File: src/rtl/ra_2r1w_32x32_bist_pkg.sv
// Shared encodings, phase lengths and the expected-data rule for the 2R1W 32x32 march BIST.
package ra_2r1w_32x32_bist_pkg;

   typedef enum logic [2:0] {
      ST_IDLE,
      ST_WR0,
      ST_RD0,
      ST_WR1,
      ST_RD1,
      ST_DRAIN,
      ST_DONE
   } bist_state_e;

   localparam logic PH_R0 = 1'b0;
   localparam logic PH_R1 = 1'b1;

   localparam logic [5:0] WR_PHASE_LEN = 6'd33;
   localparam logic [5:0] RD_PHASE_LEN = 6'd32;
   localparam logic [5:0] WR_LAST      = WR_PHASE_LEN - 6'd1;
   localparam logic [5:0] RD_LAST      = RD_PHASE_LEN - 6'd1;

   // E(a): base pattern, optionally XORed with the address replicated into every byte
   function automatic logic [0:31] exp_data(input logic [0:31] d, input logic sel,
                                            input logic [0:4] a);
      return d ^ (sel ? {4{3'b000, a}} : 32'h0);
   endfunction

endpackage

File: src/rtl/ra_bist_chk.sv
// Per-read-port latency pipe and comparator: flags a miscompare when a tracked read returns.
module ra_bist_chk
   import ra_2r1w_32x32_bist_pkg::*;
#(
   parameter int RD_LAT = 2
) (
   input  logic        clk,
   input  logic        reset_n,
   input  logic        vld,
   input  logic [0:4]  adr,
   input  logic        phase,
   input  logic [0:31] rd_dat,
   input  logic [0:31] pattern,
   input  logic        pat_sel,
   output logic        err,
   output logic [0:4]  err_adr,
   output logic        err_phase
);

   typedef struct packed {
      logic       vld;
      logic [0:4] adr;
      logic       phase;
   } slot_t;

   slot_t       pipe [RD_LAT];
   slot_t       tail;
   logic [0:31] exp;

   always_ff @(posedge clk or negedge reset_n) begin
      if (!reset_n) begin
         for (int i = 0; i < RD_LAT; i++) pipe[i] <= '0;
      end else begin
         pipe[0] <= {vld, adr, phase};
         for (int i = 1; i < RD_LAT; i++) pipe[i] <= pipe[i-1];
      end
   end

   // the tail slot lines up with the cycle in which the array presents that read's data
   always_comb begin
      tail      = pipe[RD_LAT-1];
      exp       = exp_data(pattern, pat_sel, tail.adr) ^ {32{tail.phase}};
      err       = tail.vld && (rd_dat != exp);
      err_adr   = tail.adr;
      err_phase = tail.phase;
   end

endmodule

File: src/rtl/ra_2r1w_32x32_bist.sv
// March BIST initiator for the 2R1W 32x32 array wrapper: W(D) R(D) W(~D) R(~D) with
// registered array-side outputs, two read-port checkers and sticky fail status.
module ra_2r1w_32x32_bist
   import ra_2r1w_32x32_bist_pkg::*;
#(
   parameter int LATCHRD = 1,
   parameter int CNT_W   = 6
) (
   input  logic             clk,
   input  logic             reset_n,
   input  logic             start,
   input  logic             pat_sel,
   input  logic [0:31]      pattern,
   output logic             busy,
   output logic             done,
   output logic             fail,
   output logic [CNT_W-1:0] fail_cnt,
   output logic [0:4]       fail_adr,
   output logic             fail_port,
   output logic             fail_phase,
   output logic             rd_enb_0,
   output logic             rd_enb_1,
   output logic [0:4]       rd_adr_0,
   output logic [0:4]       rd_adr_1,
   input  logic [0:31]      rd_dat_0,
   input  logic [0:31]      rd_dat_1,
   output logic             wr_enb_0,
   output logic [0:4]       wr_adr_0,
   output logic [0:31]      wr_dat_0
);

   localparam int         RD_LAT     = 1 + LATCHRD;
   localparam logic [5:0] DRAIN_LAST = 6'(RD_LAT - 1);

   bist_state_e state;
   logic [5:0]  cnt;
   logic [0:31] pattern_q;
   logic        pat_sel_q;
   logic        rd_phase;
   logic        accept, cmd_wr, cmd_rd, cmd_inv;
   logic [0:4]  a;
   logic        err0, err1, ph0, ph1;
   logic [0:4]  ad0, ad1;
   logic [CNT_W:0] cnt_sum;

   // start is a level sampled once per cycle; it is taken only in IDLE or once done is visible
   always_comb begin
      accept  = start && (state == ST_IDLE || (state == ST_DONE && done));
      cmd_wr  = (state == ST_WR0 || state == ST_WR1) && cnt != WR_LAST;
      cmd_rd  = state == ST_RD0 || state == ST_RD1;
      cmd_inv = state == ST_WR1 || state == ST_RD1;
      a       = cnt[4:0];
      cnt_sum = {1'b0, fail_cnt} + {{CNT_W{1'b0}}, err0} + {{CNT_W{1'b0}}, err1};
   end

   always_ff @(posedge clk or negedge reset_n) begin
      if (!reset_n) begin
         state     <= ST_IDLE;
         cnt       <= '0;
         pattern_q <= '0;
         pat_sel_q <= 1'b0;
         busy      <= 1'b0;
         done      <= 1'b0;
         rd_phase  <= PH_R0;
         wr_enb_0  <= 1'b0;
         wr_adr_0  <= '0;
         wr_dat_0  <= '0;
         rd_enb_0  <= 1'b0;
         rd_enb_1  <= 1'b0;
         rd_adr_0  <= '0;
         rd_adr_1  <= '0;
      end else begin
         wr_enb_0 <= cmd_wr;
         wr_adr_0 <= cmd_wr ? a : '0;
         wr_dat_0 <= cmd_wr ? (exp_data(pattern_q, pat_sel_q, a) ^ {32{cmd_inv}}) : '0;
         rd_enb_0 <= cmd_rd;
         rd_enb_1 <= cmd_rd;
         rd_adr_0 <= cmd_rd ? a : '0;
         rd_adr_1 <= cmd_rd ? ~a : '0;
         rd_phase <= cmd_inv ? PH_R1 : PH_R0;
         case (state)
            ST_IDLE, ST_DONE: begin
               if (accept) begin
                  state     <= ST_WR0;
                  cnt       <= '0;
                  pattern_q <= pattern;
                  pat_sel_q <= pat_sel;
                  busy      <= 1'b1;
                  done      <= 1'b0;
               end else if (state == ST_DONE) begin
                  done <= 1'b1;
                  busy <= 1'b0;
               end
            end
            ST_WR0, ST_WR1: begin
               cnt <= (cnt == WR_LAST) ? '0 : cnt + 6'd1;
               if (cnt == WR_LAST) state <= (state == ST_WR0) ? ST_RD0 : ST_RD1;
            end
            ST_RD0, ST_RD1: begin
               cnt <= (cnt == RD_LAST) ? '0 : cnt + 6'd1;
               if (cnt == RD_LAST) state <= (state == ST_RD0) ? ST_WR1 : ST_DRAIN;
            end
            ST_DRAIN: begin
               cnt <= (cnt == DRAIN_LAST) ? '0 : cnt + 6'd1;
               if (cnt == DRAIN_LAST) state <= ST_DONE;
            end
            default: state <= ST_IDLE;
         endcase
      end
   end

   ra_bist_chk #(.RD_LAT(RD_LAT)) u_chk0 (
      .clk(clk), .reset_n(reset_n), .vld(rd_enb_0), .adr(rd_adr_0), .phase(rd_phase),
      .rd_dat(rd_dat_0), .pattern(pattern_q), .pat_sel(pat_sel_q),
      .err(err0), .err_adr(ad0), .err_phase(ph0)
   );

   ra_bist_chk #(.RD_LAT(RD_LAT)) u_chk1 (
      .clk(clk), .reset_n(reset_n), .vld(rd_enb_1), .adr(rd_adr_1), .phase(rd_phase),
      .rd_dat(rd_dat_1), .pattern(pattern_q), .pat_sel(pat_sel_q),
      .err(err1), .err_adr(ad1), .err_phase(ph1)
   );

   // first-fail fields latch once per run; port 0 wins a same-cycle tie
   always_ff @(posedge clk or negedge reset_n) begin
      if (!reset_n) begin
         fail       <= 1'b0;
         fail_cnt   <= '0;
         fail_adr   <= '0;
         fail_port  <= 1'b0;
         fail_phase <= 1'b0;
      end else if (accept) begin
         fail       <= 1'b0;
         fail_cnt   <= '0;
         fail_adr   <= '0;
         fail_port  <= 1'b0;
         fail_phase <= 1'b0;
      end else if (err0 || err1) begin
         fail     <= 1'b1;
         fail_cnt <= cnt_sum[CNT_W] ? '1 : cnt_sum[CNT_W-1:0];
         if (!fail) begin
            fail_port  <= !err0;
            fail_adr   <= err0 ? ad0 : ad1;
            fail_phase <= err0 ? ph0 : ph1;
         end
      end
   end

endmodule
File: config.mk
export PLATFORM = sky130hd
export DESIGN_NAME = ra_2r1w_32x32_bist
export DESIGN_NICKNAME = d
export VERILOG_FILES = /design/src/rtl/ra_2r1w_32x32_bist_pkg.sv /design/src/rtl/ra_bist_chk.sv /design/src/rtl/ra_2r1w_32x32_bist.sv
export SDC_FILE = /design/constraint.sdc
export NUM_CORES = 1
export LEC_CHECK = 0
export CAP_MARGIN = 20
export CORE_MARGIN = 5
export CORE_UTILIZATION = 39
export DETAILED_ROUTE_END_ITERATION = 10
export GPL_ROUTABILITY_DRIVEN = 0
export PLACE_DENSITY = 0.74
export REMOVE_ABC_BUFFERS = 1
export SLEW_MARGIN = 20
export SYNTH_ARGS = -nofsm -noshare
export SYNTH_HDL_FRONTEND = slang
export SYNTH_HIERARCHICAL = 1
export SYNTH_SLANG_ARGS = --single-unit
File: constraint.sdc
create_clock -name clk -period 3.7 [get_ports clk]
set_clock_uncertainty 0.15 [all_clocks]
set_input_delay 0.555 -clock clk [delete_from_list [all_inputs] [get_ports clk]]
set_output_delay 0.555 -clock clk [all_outputs]
set_load 0.01 [all_outputs]
==> run summary, run 1 <==
worst slew pin tran: 708 ps
TritonCTS Buffers: 17
vias: 4871
area of the multi-input gates: 3090 um2
Top Ports: 166
sequential share of power: 0.402
H-tree depth: 4
Critical Path RT: 3830 ps
Detail Route Antenna Nets: 0
Synth area leader: dfrtp_1
placed insts: 953
Finished Layout Cells: 985
upper clock frequency limit: 0.277 GHz
vias in the first global route: 5263
wire length on met3: 1290 um
final setup fails: 0
Fillers: 1366
reg2reg setup slack: 270 ps
Post-synth top cells: 136 x dfrtp_1, 76 x xnor2_1, 60 x nor2_1
pin count of the biggest net entering global routing: 79
PwrDens: 421 nW/um2
Area Overhead vs Synth: 40.1%
first-pass GRT wire length: 28200 um
Layout Nets: 857
Die Height: 140 um
layout cells sized above 1: 0.148
syn_area_per_cell: 11.4 um2
Mapped Cells: 581
final worst path period share: 0.975
met1 wire length: 7270 um
clock sink count: 136
Max VDD drop: 0.000329 V
leakage power: 0.00392 uW
post-DP HPWL: 12800 um
Area contributors post-synth: dfrtp_1 51%, xnor2_1 10%, mux2_2 5.8%
CTS tree: done
CP max FO: 3
EDFF count, synth: 0
CTS clk-pin slew, worst paths: 60 ps
critical path class: in -> reg
Die Wd: 140 um
Top Layer Used: met4
R2R depth: 14
detailed-route DRC error count: 0
top cell type's share of synthesized area: 0.514
clock share of power: 0.493
Max Transition Viols Final: 0
post-CTS setup buffers: 0
reg2reg start: u_chk0/err_phase$_DFF_PN0_
Yosys Warn Count: 6
Psw: 851 uW
Core Region: 16600 um2
P_int: 3050 uW
Tmin final: 3610 ps
DR pass1 iterations: 5
Mapped Area: 6620 um2
final core occ: 0.559
Synth Flop Type: dfrtp_1
ant diodes: 0
WL met2: 8860 um
worst setup path endpoint: fail_cnt[3]$_DFFE_PN0P_
input/output buffers: 165
Starting Density: 0.399
drt initial violations: 203
Slew HR: 0.528
status: complete, but fails checks
drt total wl: 17700 um
Worst Path Arrival: 3740 ps
count leader, synth: dfrtp_1
Distinct cells, synth: 55
violated checks: negative hold slack
routed len/inst: 17.9 um
Root Driver: clkbuf_16
FF+latch count, synth: 136
Sw Ratio: 0.218
startpoint types: primary input
Std-Cell Rows: 47
Tot GR Track Use: 0.181
crit path from: rd_dat_0[26]
capture point of the worst reg-to-reg path: fail_cnt[3]$_DFFE_PN0P_
initial antenna violation count: 0
sequential share of the synthesized area: 0.514
Logic pwr share: 0.104
final hold vios: 3
Hold WC Path Type: in -> async
Reg area: 3400 um2
total of max-cap violations: 0
total global routing overflow: 0
Clock Latency Late Sink: 410 ps
vias per std cell: 4.95
Crit. End Element: flop
Clock Tree Buf Depth: 2
die area: 19700 um2
Hold Worst Slack: -2.79 ps
async set-reset flop share out of synthesis: 1.00
-- layer usage --
metal	vias up	global-route usage
met4	0	0.0469
met2	178	0.305
met5	-	0
met3	17	0.0648
met1	2395	0.222
li1	2281	-
-- layout by cell type, fill, tap and decap left out, types with 6 or more instances in the layout --
| cell | n |
|---|---|
| inv_1 | 14 |
| a21oi_1 | 7 |
| nand2_1 | 41 |
| nor2_1 | 60 |
| mux2i_1 | 20 |
| bufinv_16 | 6 |
| mux2_2 | 34 |
| xor2_1 | 25 |
| and2_1 | 7 |
| nand2b_1 | 10 |
| o22ai_1 | 6 |
| o21ai_0 | 14 |
| nand3_1 | 9 |
| dfrtp_1 | 136 |
| nor3_1 | 8 |
| clkdlybuf4s50_1 | 164 |
| xnor2_1 | 73 |
| xor2_2 | 12 |
| buf_4 | 17 |
| clkbuf_16 | 17 |
-- through the flow --
stage | setup slack (ps) | total power [uW] | cell area [um2] | hold slack, ps | TNS (ps)
after floorplan | 355 | 1750 | 6430 | 109 | 0
after global placement | -135 | 1980 | 8500 | 182 | -467
after detailed placement | -284 | 1990 | 8500 | 186 | -968
after CTS | 66.8 | 3930 | 9170 | 20.0 | 0
after global routing | -7.61 | 4050 | 9270 | 49.0 | -7.61
final | 94.1 | 3900 | 9270 | -2.79 | 0
-- repair_timing --
item	CTS	global route
gates resized for setup	0	16
hold buffers	0	0
endpoints found under the hold margin	0	0
setup endpoints to repair	0	2
-- how the worst min path moves through the flow --
stage | end | depth (start not counted) | startpoint | slack [ps]
2_1_floorplan | busy$_DFFE_PN0P_ | 0 | reset_n | 110
3_3_place_gp | u_chk0/err_adr[1]$_DFF_PN0_ | 0 | u_chk0/pipe[11]$_DFF_PN0_ | 180
3_5_place_dp | u_chk1/err_adr[2]$_DFF_PN0_ | 0 | u_chk1/pipe[10]$_DFF_PN0_ | 190
4_1_cts | wr_enb_0$_DFF_PN0_ | 1 | reset_n | 20
5_1_grt | wr_dat_0[27]$_DFF_PN0_ | 1 | reset_n | 50
6_report | pattern_q[12]$_DFFE_PN0P_ | 1 | reset_n | -3
-- worst max-delay path, stage by stage --
cell	delay, ps
clkdlybuf4s50_1	480
xnor2_2	260
mux2i_1	130
nor4b_2	320
or4b_4	500
o41a_1	400
inv_1	100
fa_1	210
inv_1	60
ha_1	210
nand2_2	90
or2_2	140
nand3_1	80
o21ai_0	130
nor2_1	70
-- cell families after synthesis --
logic type	after synthesis	share of synthesized area
AO/OA/AOI/OAI	56	0.0634
XOR/XNOR	113	0.158
adder cells (fa/ha/maj)	5	0.0106
multiplexers	55	0.0898
buffers and inverters	44	0.0359
flip-flops	136	0.514
AND/OR/NAND/NOR	172	0.128
-- state kept, by name, indices dropped and copies added (netlist names), 3 cells and up --
signal          count
u_chk0/pipe         8
state               3
fail_cnt            6
fail_adr            5
rd_adr_0            5
wr_dat_0           32
u_chk0/err_adr      5
u_chk1/err_adr      5
cnt                 6
u_chk1/pipe         8
rd_adr_1            5
wr_adr_0            5
pattern_q          32
-- area by class of cell --
type,instances,share of cell area
tap,220,0.0297
multi-input combinational,401,0.333
clock buffer,20,0.0482
clock inverter,12,0.0240
timing repair buffer,182,0.192
sequential,136,0.367
inverter,14,0.00567
-- power groups by stage --
stage          Sequential [uW]  Clock, uW  Combinational, uW
2_1_floorplan             1600          0                151
3_3_place_gp              1590          0                389
3_5_place_dp              1600          0                396
4_1_cts                   1570       1960                400
5_1_grt                   1580       2040                440
6_report                  1570       1930                407
Note: power is estimated with default switching activity, not from simulation.
==> run 2: changes to the inputs <==
Settings changed: CTS_CLUSTER_DIAMETER set to 50, RECOVER_POWER set to 50, SKIP_LAST_GASP set to 1.
==> run 2 against run 1 <==
  * The flow finishes with violations (max-capacitance violations, max-slew violations)
  * First-iteration DRC count up 4.4%
  * Clock-buffer cell count unchanged
  * Maximum frequency is essentially flat
  * Sequential cell count did not move
  * Clock power barely moved
  * Power barely moved
  * Wire length about the same
  * Sequential share of layout area about the same
  * Die area stayed put
  * Critical path type unchanged
==> run summary, run 2 (synthesized netlist as in run 1, its figures left out) <==
wire length on met3: 1360 um
Crit. End Element: flop
Tot GR Track Use: 0.181
Clock Latency Late Sink: 410 ps
Sw Ratio: 0.218
ant diodes: 0
Root Driver: clkbuf_16
vias per std cell: 4.95
Die Height: 140 um
total of max-cap violations: 1
leakage power: 0.00392 uW
Core Region: 16600 um2
CTS tree: done
Final Total Pwr: 3900 uW
Critical Path RT: 3830 ps
CTS clk-pin slew, worst paths: 60 ps
sequential share of power: 0.402
input/output buffers: 165
CP Cell Sequence: clkdlybuf4s50_1 > xnor2_2 > mux2i_1 > nor4b_2 > or4b_4 > o41a_1 > inv_1 > fa_1 > inv_1 > ha_1 > nand2_2 > or2_2 > nand3_1 > o21ai_0 > nor2_1
Worst Path Arrival: 3740 ps
first-pass GRT wire length: 28200 um
final core occ: 0.558
status: complete, but fails checks
DR pass1 iterations: 5
startpoint types: primary input
final worst path period share: 0.975
Slew HR: -0.277
Hold WC Path Type: reg -> reg
Std-Cell Rows: 47
vias in the first global route: 5263
met1 wire length: 7210 um
Top Layer Used: met4
Final Instance Area: 9260 um2
Tmin final: 3610 ps
Detail Route Antenna Nets: 0
Starting Density: 0.399
routed len/inst: 18.0 um
P_int: 3050 uW
TritonCTS Buffers: 17
CP most frequent cell: inv_1
worst slew pin tran: 1920 ps
final hold vios: 0
layout cells sized above 1: 0.148
PwrDens: 422 nW/um2
biggest registers after layout: pattern_q (32), wr_dat_0 (32)
CP max FO: 3
Area Overhead vs Synth: 39.9%
slowest cell on the critical path: or4b_4
detailed-route DRC error count: 0
commonest non-fill, non-tap cell in the layout: clkdlybuf4s50_1
pin count of the biggest net entering global routing: 79
clock sink count: 136
Clock Tree Buf Depth: 2
post-CTS setup buffers: 0
H-tree depth: 4
total global routing overflow: 0
die area: 19700 um2
clock share of power: 0.494
Psw: 852 uW
Layout Nets: 857
drt total wl: 17700 um
Top Ports: 166
Max VDD drop: 0.000329 V
final setup fails: 0
Die Wd: 140 um
initial antenna violation count: 0
drt initial violations: 212
Hold Worst Slack: 198 ps
Logic pwr share: 0.104
critical path class: in -> reg
placed inst area: 8500 um2
post-DP HPWL: 12800 um
Max Transition Viols Final: 79
commonest non-fill, non-tap cells in the layout: 164 x clkdlybuf4s50_1, 136 x dfrtp_1, 73 x xnor2_1, 60 x nor2_1, 41 x nand2_1
upper clock frequency limit: 0.277 GHz
vias: 4876
violated checks: max-capacitance violations, max-slew violations
crit-path max cell delay: 500 ps
WL met2: 8860 um
run 2: worst paths after layout:
check                                            from                     endpoint  slack [ps]  cells past startpoint
max                                      rd_dat_0[26]      fail_cnt[3]$_DFFE_PN0P_          90                     15
min                         u_chk1/pipe[10]$_DFF_PN0_  u_chk1/err_adr[2]$_DFF_PN0_         200                      0
max reg2reg                u_chk0/err_phase$_DFF_PN0_      fail_cnt[3]$_DFFE_PN0P_         260                     14
min reg2reg                 u_chk1/pipe[10]$_DFF_PN0_  u_chk1/err_adr[2]$_DFF_PN0_         200                      0
max in group asynchronous                     reset_n    pattern_q[23]$_DFFE_PN0P_        1190                      2
min in group asynchronous                     reset_n    pattern_q[12]$_DFFE_PN0P_         500                      1
run 2: what timing repair did:
action / CTS / global route
resized for setup: 0 / 16
hold buffers: 0 / 0
endpoints found under the setup margin: 0 / 2
run 2: layer usage:
metal / track usage / vias to the layer above
met5: 0 / -
met1: 0.222 / 2398
met2: 0.305 / 177
met4: 0.0469 / 0
li1: - / 2282
met3: 0.0648 / 19
run 2: power groups by stage:
stage                     Sequential (uW)  Clock [uW]  Combinational (uW)
after detailed placement             1600           0                 396
after global placement               1590           0                 389
after floorplan                      1600           0                 151
after global routing                 1580        2040                 438
final                                1570        1930                 405
after CTS                            1570        1960                 400
run 2: critical path, delay by kind of cell:
family / cells / cell delay [ps]
adders and majority gates: 2 / 420
muxes: 1 / 130
buffers and inverters: 3 / 640
and+or+nand+nor: 6 / 1200
xor gates and xnor gates: 1 / 260
AOI/OAI and AO/OA: 2 / 530
run 2: area by class of cell:
cell class	count	area [um2]
tap	220	275
clock buffer	20	447
sequential	136	3400
timing repair buffer	182	1770
clock inverter	12	223
multi-input combinational	401	3090
fill	1369	7330
inverter	14	52.6
run 2: stage by stage:
| stage | setup slack, ps | std cells | setup TNS, ps |
|---|---|---|---|
| finish | 94.1 | 985 | 0 |
| CTS | 66.8 | 985 | 0 |
| detailed placement | -284 | 953 | -968 |
| global placement | -135 | 953 | -467 |
| floorplan | 355 | 551 | 0 |
| global route | -7.61 | 985 | -7.61 |
==> run 3: changes to the inputs <==
Settings changed: CAP_MARGIN 20 to 15.
==> results of run 3 <==
Final layout, timing and power as in run 2 (identical DEF).
==> RTL edit: new RTL, config.mk and constraints of run 2 <==
Register the input `rd_dat_1` before use. The logic sees it one clock later. The other inputs are not delayed to match.
--- a/src/rtl/ra_2r1w_32x32_bist.sv
+++ b/src/rtl/ra_2r1w_32x32_bist.sv
@@ -33,2 +33,8 @@
    localparam logic [5:0] DRAIN_LAST = 6'(RD_LAT - 1);
+
+   logic [0:31] rd_dat_1_q;
+
+   always_ff @(posedge clk) begin
+      rd_dat_1_q <= rd_dat_1;
+   end
 
@@ -119,3 +125,3 @@
       .clk(clk), .reset_n(reset_n), .vld(rd_enb_1), .adr(rd_adr_1), .phase(rd_phase),
-      .rd_dat(rd_dat_1), .pattern(pattern_q), .pat_sel(pat_sel_q),
+      .rd_dat(rd_dat_1_q), .pattern(pattern_q), .pat_sel(pat_sel_q),
       .err(err1), .err_adr(ad1), .err_phase(ph1)
Function: no difference found for any inputs over 10 cycles, from zero or initial values and one cycle with reset_n low; that may be too few to reach the edited logic, so the function may still have changed.
==> RTL edit against run 2 <==
Synthesized area rose by 11%. Synthesized cell count rose by 8.1%. The flow still finishes with violations (max-capacitance violations, max-slew violations). Sequential share of layout area rose by 4.5 points. Global-route usage fell by 1.7 points. Via count rose by 3.1%. Final area rose by 5.9%. Wire length fell by 1.9%. Setup slack improved by 58 ps. Worst hold slack got worse by 1.0 ps. First-iteration DRC count rose by 15%. Critical path type unchanged. Sequential cell count rose by 32. Cell count rose by 6.5%.
Power is not compared: it rests on default switching activity, and its combinational part moved more than twofold at a synthesized area within 25%.
==> RTL edit: results (changes against run 2) <==
- Status: finished, violations left (unchanged)
- Failing checks: max-capacitance violations, max-slew violations (unchanged)
- Netlist cell types: 58 (was 55)
- Worst Path Arrival: 3680 ps (was 3740 ps)
- Pin slew with the least headroom to its limit: 1720 ps (was 1920 ps)
- Reg-to-reg endpoint: fail_cnt[0] (was fail_cnt[3])
- Max-Cap Viols: 1 (unchanged)
- Final wirelength: 17400 um (was 17700 um)
- CP max stage delay: 520 ps (was 500 ps)
- Met3 usage: 4.81% (was 6.48%)
- Post-DP Area: 0.00922 mm^2 (was 0.00850 mm^2)
- Reg2reg setup slack: 230 ps (was 260 ps)
- First-pass GRT wire length: 27700 um (was 28200 um)
- Largest regs: pattern_q: 32 flops, rd_dat_1_q: 32 flops, wr_dat_0: 32 flops (was pattern_q: 32 flops, wr_dat_0: 32 flops)
- Reg-to-Reg Start: pattern_q[18] (was u_chk0/err_phase)
- Complex-gate fraction of the synthesized area: 6.96% (was 6.34%)
- Adder-Cell Fraction of Synth Area: 0.956% (was 1.06%)
- Metal-1 WL: 7600 um (was 7210 um)
- Placed cells: 1016 (was 953)
- Via count: 5026 (was 4876)
- Slowest CP cell: or4b_1 (was or4b_4)
- Max Fanout on Critical Path: 4 (was 3)
- Crit path launch: rd_dat_0[18] (was rd_dat_0[26])
- First drt pass iteration count: 4 (was 5)
- Initial DRC Count: 244 (was 212)
- All-layer global routing usage: 16.4% (was 18.1%)
- Post-synthesis mux area share: 8.09% (was 8.98%)
- Post-synthesis sequential area ratio: 55.2% (was 51.4%)
- Final-report max-slew violation count: 69 (was 79)
- Share of synthesized registers carrying an async set or reset: 81.0% (was 100%)
- Initial antenna violation count: 1 (was 0)
- Vias in the first global route: 5070 (was 5263)
- Routed WL per cell: 16.5 um (was 18.0 um)
- Largest net degree at the start of global routing: 69 (was 79)
- Final nets: 906 (was 857)
- GRT met1 Usage: 21.2% (was 22.2%)
- Syn_area_per_cell: 11.7 um^2 (was 11.4 um^2)
- Most instantiated cells after synthesis: 136 x dfrtp_1, 59 x xnor2_1, 54 x nand2_1 (was 136 x dfrtp_1, 76 x xnor2_1, 60 x nor2_1)
- YS warnings: 6 (unchanged)
- Met2 routed WL: 8700 um (was 8860 um)
- R2R depth: 13 (was 14)
- Met2 usage: 26.9% (was 30.5%)
- Met3 WL post-DR: 802 um (was 1360 um)
- XOR/XNOR share of the synthesized area: 12.2% (was 15.8%)
- Share of cells above drive strength 1: 12.8% (was 14.8%)
- HPWL after DPL: 12900 um (was 12800 um)
- Most area-consuming cells after synthesis: dfrtp_1 46%, dfxtp_1 8.7%, xnor2_1 7.0%, mux2_2 4.9%, xor2_1 3.6% (was dfrtp_1 51%, xnor2_1 10%, mux2_2 5.8%, xor2_1 4.0%, nor2_1 3.4%)
RTL edit: cell count changes after synthesis, moves of 6 or more:
cell | run 2 | this run
o21ai_0 | 14 | 20
or2_0 | 0 | 14
xnor2_1 | 76 | 59
nand2_1 | 42 | 54
a21oi_1 | 7 | 28
nor2_1 | 60 | 44
dfxtp_1 | 0 | 32
or2_1 | 1 | 7
RTL edit: worst max-delay path: cells and delay by family:
kind | cells | cell delay [ps]
adder cells (fa/ha/maj) | 2 | 370
multiplexers | 1 | 170
buffers and inverters | 4 | 770
AND/OR/NAND/NOR | 4 | 1180
AO/OA/AOI/OAI | 2 | 510
XOR/XNOR | 1 | 140
RTL edit: repair_timing:
item / in CTS / in global routing
endpoints found under the setup margin: 0 / 6
resized for setup: 0 / 4
hold endpoints to repair: 0 / 0
RTL edit: kinds of logic after synthesis:
| logic type | count (synthesis) |
|---|---|
| fa+ha+maj | 5 |
| buf+inv | 45 |
| compound gates | 76 |
| simple gates | 183 |
| flops | 168 |
| mux | 55 |
| xor+xnor | 96 |
RTL edit: cell type report:
| cell class | instances | area (um^2) |
|---|---|---|
| Fill cell | 1614 | 8780 |
| Timing Repair Buffer | 182 | 1780 |
| Inverter | 17 | 63.8 |
| Sequential cell | 168 | 4040 |
| Tap cell | 234 | 293 |
| Clock buffer | 20 | 447 |
| Antenna cell | 1 | 2.50 |
| Clock inverter | 12 | 128 |
| Multi-Input combinational cell | 415 | 3040 |
RTL edit: metrics by stage:
step           hold WS [ps]  worst slack (ps)  util (%)  power (mW)
2_1_floorplan           109               264         -        4.43
3_3_place_gp            181              -251      49.6        5.50
3_5_place_dp            185              -282      49.6        5.57
4_1_cts                3.74               170      52.7        7.32
5_1_grt                 202             -35.5      52.8        7.74
6_report                197               152      52.8        7.26
